[src/rtl/alu_pkg.sv]
// Shared definitions for the ALU execution sequencer: mode codes, status flag
// bit positions, FSM state encoding and the arithmetic-mode classifier.
package alu_pkg;

  localparam int DW = 8;
  localparam int MW = 4;

  localparam logic [MW-1:0] MODE_ADD  = 4'b0000;
  localparam logic [MW-1:0] MODE_SUB  = 4'b0001;
  localparam logic [MW-1:0] MODE_BUFA = 4'b0010;
  localparam logic [MW-1:0] MODE_OR   = 4'b0011;
  localparam logic [MW-1:0] MODE_AND  = 4'b0100;
  localparam logic [MW-1:0] MODE_XOR  = 4'b0101;
  localparam logic [MW-1:0] MODE_SHL  = 4'b0110;
  localparam logic [MW-1:0] MODE_ADC  = 4'b0111;
  localparam logic [MW-1:0] MODE_INC  = 4'b1000;
  localparam logic [MW-1:0] MODE_DEC  = 4'b1001;
  localparam logic [MW-1:0] MODE_SHR  = 4'b1010;
  localparam logic [MW-1:0] MODE_ROL  = 4'b1011;
  localparam logic [MW-1:0] MODE_ROR  = 4'b1100;
  localparam logic [MW-1:0] MODE_NOT  = 4'b1101;
  localparam logic [MW-1:0] MODE_BUFB = 4'b1110;
  localparam logic [MW-1:0] MODE_SBC  = 4'b1111;

  localparam int FLAG_Z = 3;
  localparam int FLAG_C = 2;
  localparam int FLAG_S = 1;
  localparam int FLAG_O = 0;

  typedef enum logic [2:0] {
    S_IDLE = 3'd0,
    S_RDA  = 3'd1,
    S_RDB  = 3'd2,
    S_EXEC = 3'd3,
    S_WB   = 3'd4
  } state_e;

  // Only arithmetic modes produce meaningful carry/overflow.
  function automatic logic is_arith(input logic [MW-1:0] m);
    return (m == MODE_ADD) || (m == MODE_SUB) || (m == MODE_ADC) ||
           (m == MODE_INC) || (m == MODE_DEC) || (m == MODE_SBC);
  endfunction

endpackage

[src/rtl/alu_exec_status_update.sv]
// Next status register: Z and S always follow the new flags, C and O only
// for arithmetic modes so logic/shift ops keep the previous carry/overflow.
module status_update
  import alu_pkg::*;
(
  input  logic [3:0]    sreg_old,
  input  logic [3:0]    flags_new,
  input  logic [MW-1:0] mode,
  output logic [3:0]    sreg_new
);

  always_comb begin
    sreg_new         = sreg_old;
    sreg_new[FLAG_Z] = flags_new[FLAG_Z];
    sreg_new[FLAG_S] = flags_new[FLAG_S];
    if (is_arith(mode)) begin
      sreg_new[FLAG_C] = flags_new[FLAG_C];
      sreg_new[FLAG_O] = flags_new[FLAG_O];
    end
  end

endmodule

[src/rtl/alu_exec.sv]
// Memory-to-memory ALU sequencer: reads two operands, drives an external
// combinational ALU, writes the result back and updates the status register.
//
// state | meaning
// IDLE  | waiting for start; inputs latched on accept
// RDA   | present addr_a to data memory
// RDB   | present addr_b; capture operand 1
// EXEC  | capture operand 2 (bypassed to ALU); capture result and flags
// WB    | write result if enabled; update sreg; pulse done
module alu_exec
  import alu_pkg::*;
(
  input  logic          clk,
  input  logic          rst,
  input  logic          start,
  input  logic [MW-1:0] mode,
  input  logic [DW-1:0] addr_a,
  input  logic [DW-1:0] addr_b,
  input  logic [DW-1:0] addr_d,
  input  logic          wb_en,
  output logic [DW-1:0] dmem_addr,
  output logic          dmem_we,
  output logic [DW-1:0] dmem_do,
  input  logic [DW-1:0] dmem_di,
  output logic          alu_e,
  output logic [MW-1:0] alu_mode,
  output logic [DW-1:0] alu_op1,
  output logic [DW-1:0] alu_op2,
  input  logic [DW-1:0] alu_out,
  input  logic [3:0]    alu_flags,
  output logic [3:0]    sreg,
  output logic          busy,
  output logic          done
);

  state_e        state_q, state_d;
  logic [MW-1:0] mode_q, mode_d;
  logic [DW-1:0] addr_a_q, addr_a_d;
  logic [DW-1:0] addr_b_q, addr_b_d;
  logic [DW-1:0] addr_d_q, addr_d_d;
  logic          wb_en_q, wb_en_d;
  logic [DW-1:0] op1_q, op1_d;
  logic [DW-1:0] op2_q, op2_d;
  logic [DW-1:0] res_q, res_d;
  logic [3:0]    flags_q, flags_d;
  logic [3:0]    sreg_q, sreg_d;
  logic [MW-1:0] alu_mode_q, alu_mode_d;
  logic [DW-1:0] alu_op1_q, alu_op1_d;
  logic [3:0]    sreg_upd;

  status_update u_status_update (
    .sreg_old  (sreg_q),
    .flags_new (flags_q),
    .mode      (mode_q),
    .sreg_new  (sreg_upd)
  );

  always_comb begin
    state_d    = state_q;
    mode_d     = mode_q;
    addr_a_d   = addr_a_q;
    addr_b_d   = addr_b_q;
    addr_d_d   = addr_d_q;
    wb_en_d    = wb_en_q;
    op1_d      = op1_q;
    op2_d      = op2_q;
    res_d      = res_q;
    flags_d    = flags_q;
    sreg_d     = sreg_q;
    alu_mode_d = alu_mode_q;
    alu_op1_d  = alu_op1_q;
    unique case (state_q)
      S_IDLE: begin
        if (start) begin
          state_d  = S_RDA;
          mode_d   = mode;
          addr_a_d = addr_a;
          addr_b_d = addr_b;
          addr_d_d = addr_d;
          wb_en_d  = wb_en;
        end
      end
      S_RDA: state_d = S_RDB;
      S_RDB: begin
        op1_d   = dmem_di;
        state_d = S_EXEC;
      end
      S_EXEC: begin
        // op2_q doubles as the held alu_op2 value once EXEC ends.
        op2_d      = dmem_di;
        res_d      = alu_out;
        flags_d    = alu_flags;
        alu_mode_d = mode_q;
        alu_op1_d  = op1_q;
        state_d    = S_WB;
      end
      S_WB: begin
        sreg_d  = sreg_upd;
        state_d = S_IDLE;
      end
      default: state_d = S_IDLE;
    endcase
  end

  always_comb begin
    dmem_addr = '0;
    unique case (state_q)
      S_RDA:   dmem_addr = addr_a_q;
      S_RDB:   dmem_addr = addr_b_q;
      S_WB:    dmem_addr = addr_d_q;
      default: dmem_addr = '0;
    endcase
  end

  assign alu_e    = (state_q == S_EXEC);
  assign alu_mode = alu_e ? mode_q  : alu_mode_q;
  assign alu_op1  = alu_e ? op1_q   : alu_op1_q;
  assign alu_op2  = alu_e ? dmem_di : op2_q;
  assign dmem_we  = (state_q == S_WB) && wb_en_q;
  assign dmem_do  = res_q;
  assign done     = (state_q == S_WB);
  assign busy     = (state_q != S_IDLE);
  assign sreg     = sreg_q;

  always_ff @(posedge clk) begin
    if (rst) begin
      state_q    <= S_IDLE;
      mode_q     <= '0;
      addr_a_q   <= '0;
      addr_b_q   <= '0;
      addr_d_q   <= '0;
      wb_en_q    <= 1'b0;
      op1_q      <= '0;
      op2_q      <= '0;
      res_q      <= '0;
      flags_q    <= '0;
      sreg_q     <= '0;
      alu_mode_q <= '0;
      alu_op1_q  <= '0;
    end else begin
      state_q    <= state_d;
      mode_q     <= mode_d;
      addr_a_q   <= addr_a_d;
      addr_b_q   <= addr_b_d;
      addr_d_q   <= addr_d_d;
      wb_en_q    <= wb_en_d;
      op1_q      <= op1_d;
      op2_q      <= op2_d;
      res_q      <= res_d;
      flags_q    <= flags_d;
      sreg_q     <= sreg_d;
      alu_mode_q <= alu_mode_d;
      alu_op1_q  <= alu_op1_d;
    end
  end

endmodule

[config.mk]
export PLATFORM = sky130hd
export DESIGN_NAME = alu_exec
export DESIGN_NICKNAME = d
export VERILOG_FILES = /design/src/rtl/alu_pkg.sv /design/src/rtl/alu_exec_status_update.sv /design/src/rtl/alu_exec.sv
export SDC_FILE = /design/constraint.sdc
export NUM_CORES = 1
export LEC_CHECK = 0
export CAP_MARGIN = 20
export CORE_UTILIZATION = 41
export CTS_CLUSTER_SIZE = 20
export DETAILED_ROUTE_END_ITERATION = 7
export PLACE_DENSITY = 0.75
export SYNTH_ARGS = -nofsm -noshare
export SYNTH_HDL_FRONTEND = slang
export SYNTH_SLANG_ARGS = --single-unit
[constraint.sdc]
create_clock -name clk -period 1.5 [get_ports clk]
set_input_delay 0.3 -clock clk [delete_from_list [all_inputs] [get_ports clk]]
set_output_delay 0.3 -clock clk [all_outputs]
set_load 0.005 [all_outputs]
==> reports/results.md <==
| Group | Metric | Reported |
|:---|:---|:---|
| synth | Sequential element share of the synthesized area | 0.5096 |
| route | Initial drt markers | 136 |
| clocking | Number of sinks handled by clock tree synthesis | 76 |
| synth | Share of flip-flops with an asynchronous set or reset after synthesis | 0 |
| floorplanning | X dimension of the die | 87.33 um |
| floorplanning | Area of the core region | 6907 um^2 |
| route | Total wirelength of the detailed-routed design | 9.998 mm |
| clocking | Clock root buffer | sky130_fd_sc_hd__clkbuf_8 |
| route | Avg WL per Cell | 17.03 um |
| worst setup path | Count of cells along the worst register-to-register path | 7 |
| clocking | Clock slew seen by the registers of the worst setup and hold paths | 0.08 ns |
| placed design | Count of buffers from port buffering | 95 |
| placed design | Post-detail-place hpwl | 5.007 mm |
| layout | Commonest non-fill, non-tap cells in the layout | 71 x sky130_fd_sc_hd__dfxtp_1, 64 x sky130_fd_sc_hd__nand2_1, 50 x sky130_fd_sc_hd__clkdlybuf4s50_1 |
| power | Static Leakage | 0.002272 uW |
| power | Power density over the cells | 956.7 nW/um^2 |
| sta | Max frequency | 514.3 MHz |
| synth | Net count after synthesis | 385 |
| worst setup path | Critical R2R Capture | addr_d_q[6] |
| worst setup path | Crit Path Class | flip-flop to output port |
| synth | Number of flops mapped to enable cells by yosys | 0 |
| synth | Synthesized instance count | 333 |
| run status | Violated checks | setup timing |
| clocking | Clock network latency to the later pin of the worst-skew pair | 0.36 ns |
| synth | Register bit total from synthesis | 76 |
| power | Net switching fraction of the power | 0.2684 |
| power | Net switching power | 1335 uW |
| floorplanning | Number of top-level pins | 96 |
| synth | Count of different cell masters after synthesis | 28 |
| placed design | Final weighted congestion in routability-driven placement | 0.8046 |
| synth | Total standard cell area after synthesis | 2985 um^2 |
| grt | Wire length of the first global-routing pass | 13.54 mm |
| power | Relative contribution of the clock network to total power | 0.347 |
| clocking | CTS tree | done |
| power | Share of total power in sequential cells | 0.443 |
| layout | Fraction of final layout cells sized beyond drive strength 1 | 0.4196 |
| worst setup path | Element type at the critical path start | flip-flop |
| power | Worst ir drop on vdd | 0.5162 mV |
| run status | Result of the run | finished, violations left |
| sta | Final worst path period need | 1.944 ns |
| grt | Pin count of the biggest net entering global routing | 30 |
| worst setup path | Start of the worst register-to-register path | state_q[0] |
| sta | Final hold violation count | 0 |
| clocking | Number of H-tree levels | 3 |
| sta | Headroom to the max-slew limit | 0.6495 |
| sta | RSZ-0062 raised after global routing | true |
| worst setup path | Slack of the worst reg-to-reg path | -0.19 ns |
| synth | Yosys warnings | 0 |
| worst setup path | Worst setup path startpoint | state_q[2] |
| floorplanning | Overall die height | 87.33 um |
| synth | Primary flip-flop cell chosen by synthesis mapping | sky130_fd_sc_hd__dfxtp_1 |
| synth | Mean cell area of the mapped netlist | 8.965 um^2 |
| layout | Most common cell after layout, fill and taps aside | sky130_fd_sc_hd__dfxtp_1 |
| layout | Number of antenna diodes | 0 |
| floorplanning | Die Area | 7627 um^2 |
| grt | Number of global-route vias before repair | 2832 |
| sta | Worst clock skew | 0.01132 ns |
| route | ANT nets after route | 0 |
| power | Power share of the combinational group | 0.210 |
| worst setup path | Critical Path AT | 1.64 ns |
| sta | Count of final max-slew check failures | 0 |
| layout | Filler cell count | 492 |
| layout | Final net count | 538 |
| floorplanning | Cell Rows | 30 |
| hold path | Path class of the lowest-slack min-delay path | input port to flip-flop |
| power | Int Pwr | 3639 uW |
| route | Drc violations | 0 |
| clocking | Number of buffers inserted by hold repair at cts | 0 |
| sta | Worst Slack Setup Final | -0.4445 ns |
| sta | Part of the cycle the worst path needs | 1.296 |
| power | Total design power | 4974 uW |
| clocking | Number of clock buffers inserted by TritonCTS | 9 |
| sta | Setup Viol. Count Final | 62 |
| route | Detail-routed via count per cell | 5.072 |
| placed design | Pre-CTS WS | -0.4270 ns |
| layout | Post-synthesis to final-layout area growth | 74.14% |
| worst setup path | Timing endpoint of the critical path | alu_mode[2] |
| worst setup path | Required arrival time at the worst endpoint | 1.20 ns |
| grt | Leftover overflow at the end of global routing | 0 |
| floorplanning | Effective utilization at floorplan | 0.4322 |
| clocking | CTS max path bufs | 2 |
| route | Length of the first detailed-routing pass in iterations | 4 |
| flow run | Maximum capacitance violations | 0 |
| worst setup path | Peak fanout along the critical path | 6 |
| grt | Initial antenna violation count | 0 |
| grt | Overall fraction of global-route tracks in use | 0.2343 |
| route | Via count of the routed design | 2977 |
| sta | Slew of the pin with the lowest slew margin | 0.5258 ns |
| layout | Area of the multi-input gates | 1659 um^2 |
| worst setup path | Kind of end point of the critical path | output port |
| layout | Sequential cell area | 1533 um^2 |
flip-flops by register name, summed over array words and instances, names as in the netlist:
| register | flops |
|---|---|
| addr_a_q | 8 |
| addr_b_q | 8 |
| addr_d_q | 8 |
| alu_op1_q | 8 |
| dmem_do | 8 |
| op1_q | 8 |
| op2_q | 8 |
| alu_mode_q | 4 |
| flags_q | 4 |
| mode_q | 4 |
| sreg | 4 |
| state_q | 3 |
| wb_en_q | 1 |
stage by stage:
stage | cells | area, um^2 | setup TNS [ns] | hold slack [ns] | utilization
finish | 587 | 5199 | -15.36 | 0.4069 | 0.7527
global route | 587 | 5199 | -17.91 | 0.4167 | 0.7527
CTS | 577 | 4825 | -17.47 | 0.3887 | 0.6986
detailed placement | 534 | 4240 | -17.22 | 0.4446 | 0.6139
global placement | 534 | 4240 | -15.78 | 0.4416 | 0.6139
floorplan | 333 | 2988 | 0 | 0.4317 | -
power groups by stage:
stage / logic, uW / clock network, uW / registers (uW)
floorplan: 345 / 0 / 2200
global placement: 673 / 0 / 2220
detailed placement: 683 / 0 / 2220
CTS: 833 / 1740 / 2190
global route: 1100 / 1820 / 2210
finish: 1040 / 1730 / 2200
metal layers:
metal  up-vias  share of wire  global-route usage
li1       1407              -                   -
met2       144           0.48              0.3949
met5         -              0                   0
met3        42          0.072             0.06161
met1      1384           0.40              0.2706
met4         0          0.049              0.1267
synth_stat cells (all sizes together) (3+ instances only):
master   n  share of area
nand2   90           0.11
dfxtp   76           0.51
a21oi   41          0.069
nor2b   22          0.046
mux2    20          0.075
buf     14          0.032
nor2    13          0.016
mux2i   12          0.040
clkbuf  11          0.014
a22oi    8          0.020
o21ai    8          0.013
nand2b   4         0.0084
nor3b    3         0.0092
cell type report:
type,count,area share
inverter,1,0.001685
clock buffer,10,0.02455
clock inverter,6,0.01709
multi-input combinational,234,0.3191
sequential,76,0.2948
timing repair buffer,164,0.3196
tap,96,0.02310
repair_timing:
action	in CTS	in global routing
endpoints found under the setup margin	70	67
gates cloned	3	4
setup buffers	25	11
hold endpoints to repair	0	0
resized for setup	215	79
pin swaps	30	42
cell families after synthesis:
kind of cell / share of synthesized area
and+or+nand+nor: 0.2196
DFF: 0.5096
AOI/OAI and AO/OA: 0.1048
muxes: 0.1157
buffers and inverters: 0.04736
xor gates and xnor gates: 0.002934
worst min-delay path by stage:
| stage | from | depth (start not counted) | slack [ns] | endpoint |
|---|---|---|---|---|
| final | rst | 2 | 0.41 | alu_mode_q[0] |
| after global placement | dmem_do[2] | 2 | 0.44 | dmem_do[2] |
| after global routing | rst | 2 | 0.42 | state_q[2] |
| after CTS | rst | 2 | 0.39 | state_q[2] |
| after floorplan | wb_en_q | 2 | 0.43 | wb_en_q |
| after detailed placement | wb_en_q | 2 | 0.44 | wb_en_q |
critical path, cell delays in order, from the launching register on:
cell and delay, ns:
sky130_fd_sc_hd__dfxtp_2 0.35, sky130_fd_sc_hd__nand3b_4 0.21, sky130_fd_sc_hd__buf_12 0.16, sky130_fd_sc_hd__buf_12 0.13, sky130_fd_sc_hd__mux2_4 0.31, sky130_fd_sc_hd__buf_6 0.12
No activity file was read; power rests on OpenSTA's default activity.
==> RTL edit (config.mk and constraints unchanged) <==
Put a register stage on the outputs `dmem_we`, `alu_mode`, `alu_op1`, `alu_op2`, `busy` and `done`, with the module's reset. The values now appear one clock later. The other outputs are not delayed to match.
--- a/src/rtl/alu_exec.sv
+++ b/src/rtl/alu_exec.sv
@@ -115,9 +115,20 @@
   assign alu_e    = (state_q == S_EXEC);
-  assign alu_mode = alu_e ? mode_q  : alu_mode_q;
-  assign alu_op1  = alu_e ? op1_q   : alu_op1_q;
-  assign alu_op2  = alu_e ? dmem_di : op2_q;
-  assign dmem_we  = (state_q == S_WB) && wb_en_q;
   assign dmem_do  = res_q;
-  assign done     = (state_q == S_WB);
-  assign busy     = (state_q != S_IDLE);
+  always_ff @(posedge clk) begin
+    if (rst) begin
+      dmem_we  <= '0;
+      alu_mode <= '0;
+      alu_op1  <= '0;
+      alu_op2  <= '0;
+      busy     <= '0;
+      done     <= '0;
+    end else begin
+      dmem_we  <= (state_q == S_WB) && wb_en_q;
+      alu_mode <= alu_e ? mode_q  : alu_mode_q;
+      alu_op1  <= alu_e ? op1_q   : alu_op1_q;
+      alu_op2  <= alu_e ? dmem_di : op2_q;
+      busy     <= (state_q != S_IDLE);
+      done     <= (state_q == S_WB);
+    end
+  end
   assign sreg     = sreg_q;
Behaviour: not the same (a bounded check fails within 4 cycles, from zero or initial values and one cycle with rst high).
==> RTL edit against the original RTL <==
  * Critical path depth rose by 1
  * Area after synthesis is 1.3% lower
  * Largest power group unchanged
  * Design area shrank 14%
  * Critical endpoint is now dmem_addr[5]
  * Final cell count fell by 4.1%
  * Wire length is 19% lower
  * The run still ends with setup timing left
  * Worst setup slack better by 120 ps
  * Sequential cell count rose by 3
  * Power is 6.5% lower
==> RTL edit: results (changes against the original RTL) <==
[critical_path]
ff2ff_setup_slack_ps=-30  ; was -190 ps
critical_path.slowest_cell=dfxtp_4  ; was dfxtp_2
worst_path_dominant_cell_family=flip-flops  ; was buffers and inverters
worst_ep_arrival_time_ps=1520  ; was 1640 ps
crit_fanout=4  ; was 6
timing.reg2reg.worst_path_depth=4  ; was 7

[synthesis]
synth_compound_gate_area_share_pct=14.02  ; was 10.48%
xor_xnor_share_of_the_synthesized_area_pct=0.2974  ; was 0.2934%
yosys.cell_types.count=26  ; was 28
post_synth_mux_area_share_pct=4.078  ; was 11.57%
yosysSeqAreaShare_pct=53.70  ; was 50.96%
yosys-top-cells-area=dfxtp_1 54%, nand2_1 17%, a21oi_1 10%, mux2i_1 4.1%, a22oi_1 2.0%  ; was dfxtp_1 51%, nand2_1 11%, mux2_2 7.2%, a21oi_1 6.9%, nor2b_1 4.6%
ys_top_cells_by_count=130 x nand2_1, 79 x dfxtp_1, 61 x a21oi_1  ; was 90 x nand2_1, 76 x dfxtp_1, 41 x a21oi_1
post_synth_inst_count=361  ; was 333

[clock_network]
cts_repair_resize_count=67  ; was 215
cts_setup_buffers=5  ; was 25

[power_and_ir_drop]
worst_ir_drop_vdd_uv=659.9  ; was 516.2 uV
design_power_total_mw=4.652  ; was 4.974 mW
combPwrFrac_pct=14.5  ; was 21.0%

[timing]
final-setup-viol-count=18  ; was 62
timing.final.ws_setup_ps=-321.6  ; was -444.5 ps
clock-skew-final_ps=13.53  ; was 11.32 ps
worst_case_headroom_to_the_max_slew_limit_pct=82.18  ; was 64.95%
fin_hold_ws_ps=287.5  ; was 406.9 ps
tns_ps=-2514  ; was -15360 ps

[layout]
final-instance-count-excl-fill=563  ; was 587
final_layout_size_suffix_gt1_share_pct=17.56  ; was 41.96%

[placement]
finalWeightedCongestion=0.8240  ; was 0.8046
place.detailed.instances=538  ; was 534
placed_cell_area_um2=4004  ; was 4240 um2

[detailed_routing]
detail_route.wl_per_cell_um=14.39  ; was 17.03 um

[run_status]
failed_checks=setup timing  ; unchanged
status=complete, but fails checks  ; unchanged

[global_route]
grt_pass1_vias=2660  ; was 2832
largest_net_degree_at_the_start_of_global_routing=46  ; was 30

-- RTL edit: final cells by class --
class	count	area, um2
Fill cell	559	2395
Sequential cell	79	1603
Multi-Input combinational cell	256	1344
Timing Repair Buffer	116	1192
Clock buffer	11	141.4
Tap cell	96	120.1
Clock inverter	4	70.07
Inverter	1	3.754
-- RTL edit: layer usage --
layer | share of wire (%) | wire length, um | global-route usage, % | vias to the layer above
li1 | - | - | - | 1391
met1 | 42 | 3380 | 24.85 | 1260
met2 | 46 | 3694 | 34.70 | 126
met4 | 2.9 | 231 | 9.545 | 0
met3 | 9.8 | 794 | 9.238 | 22
met5 | 0 | 0 | 0 | -
-- RTL edit: final timing paths --
path | from | endpoint
max | state_q[2]$_SDFFE_PP0P_ | dmem_addr[5]
min | rst | state_q[2]$_SDFFE_PP0P_
min reg2reg | op1_q[4]$_SDFFE_PP0N_ | alu_op1_q[4]$_SDFFE_PP0P_
max reg2reg | state_q[2]$_SDFFE_PP0P_ | addr_a_q[1]$_SDFFE_PP0P_
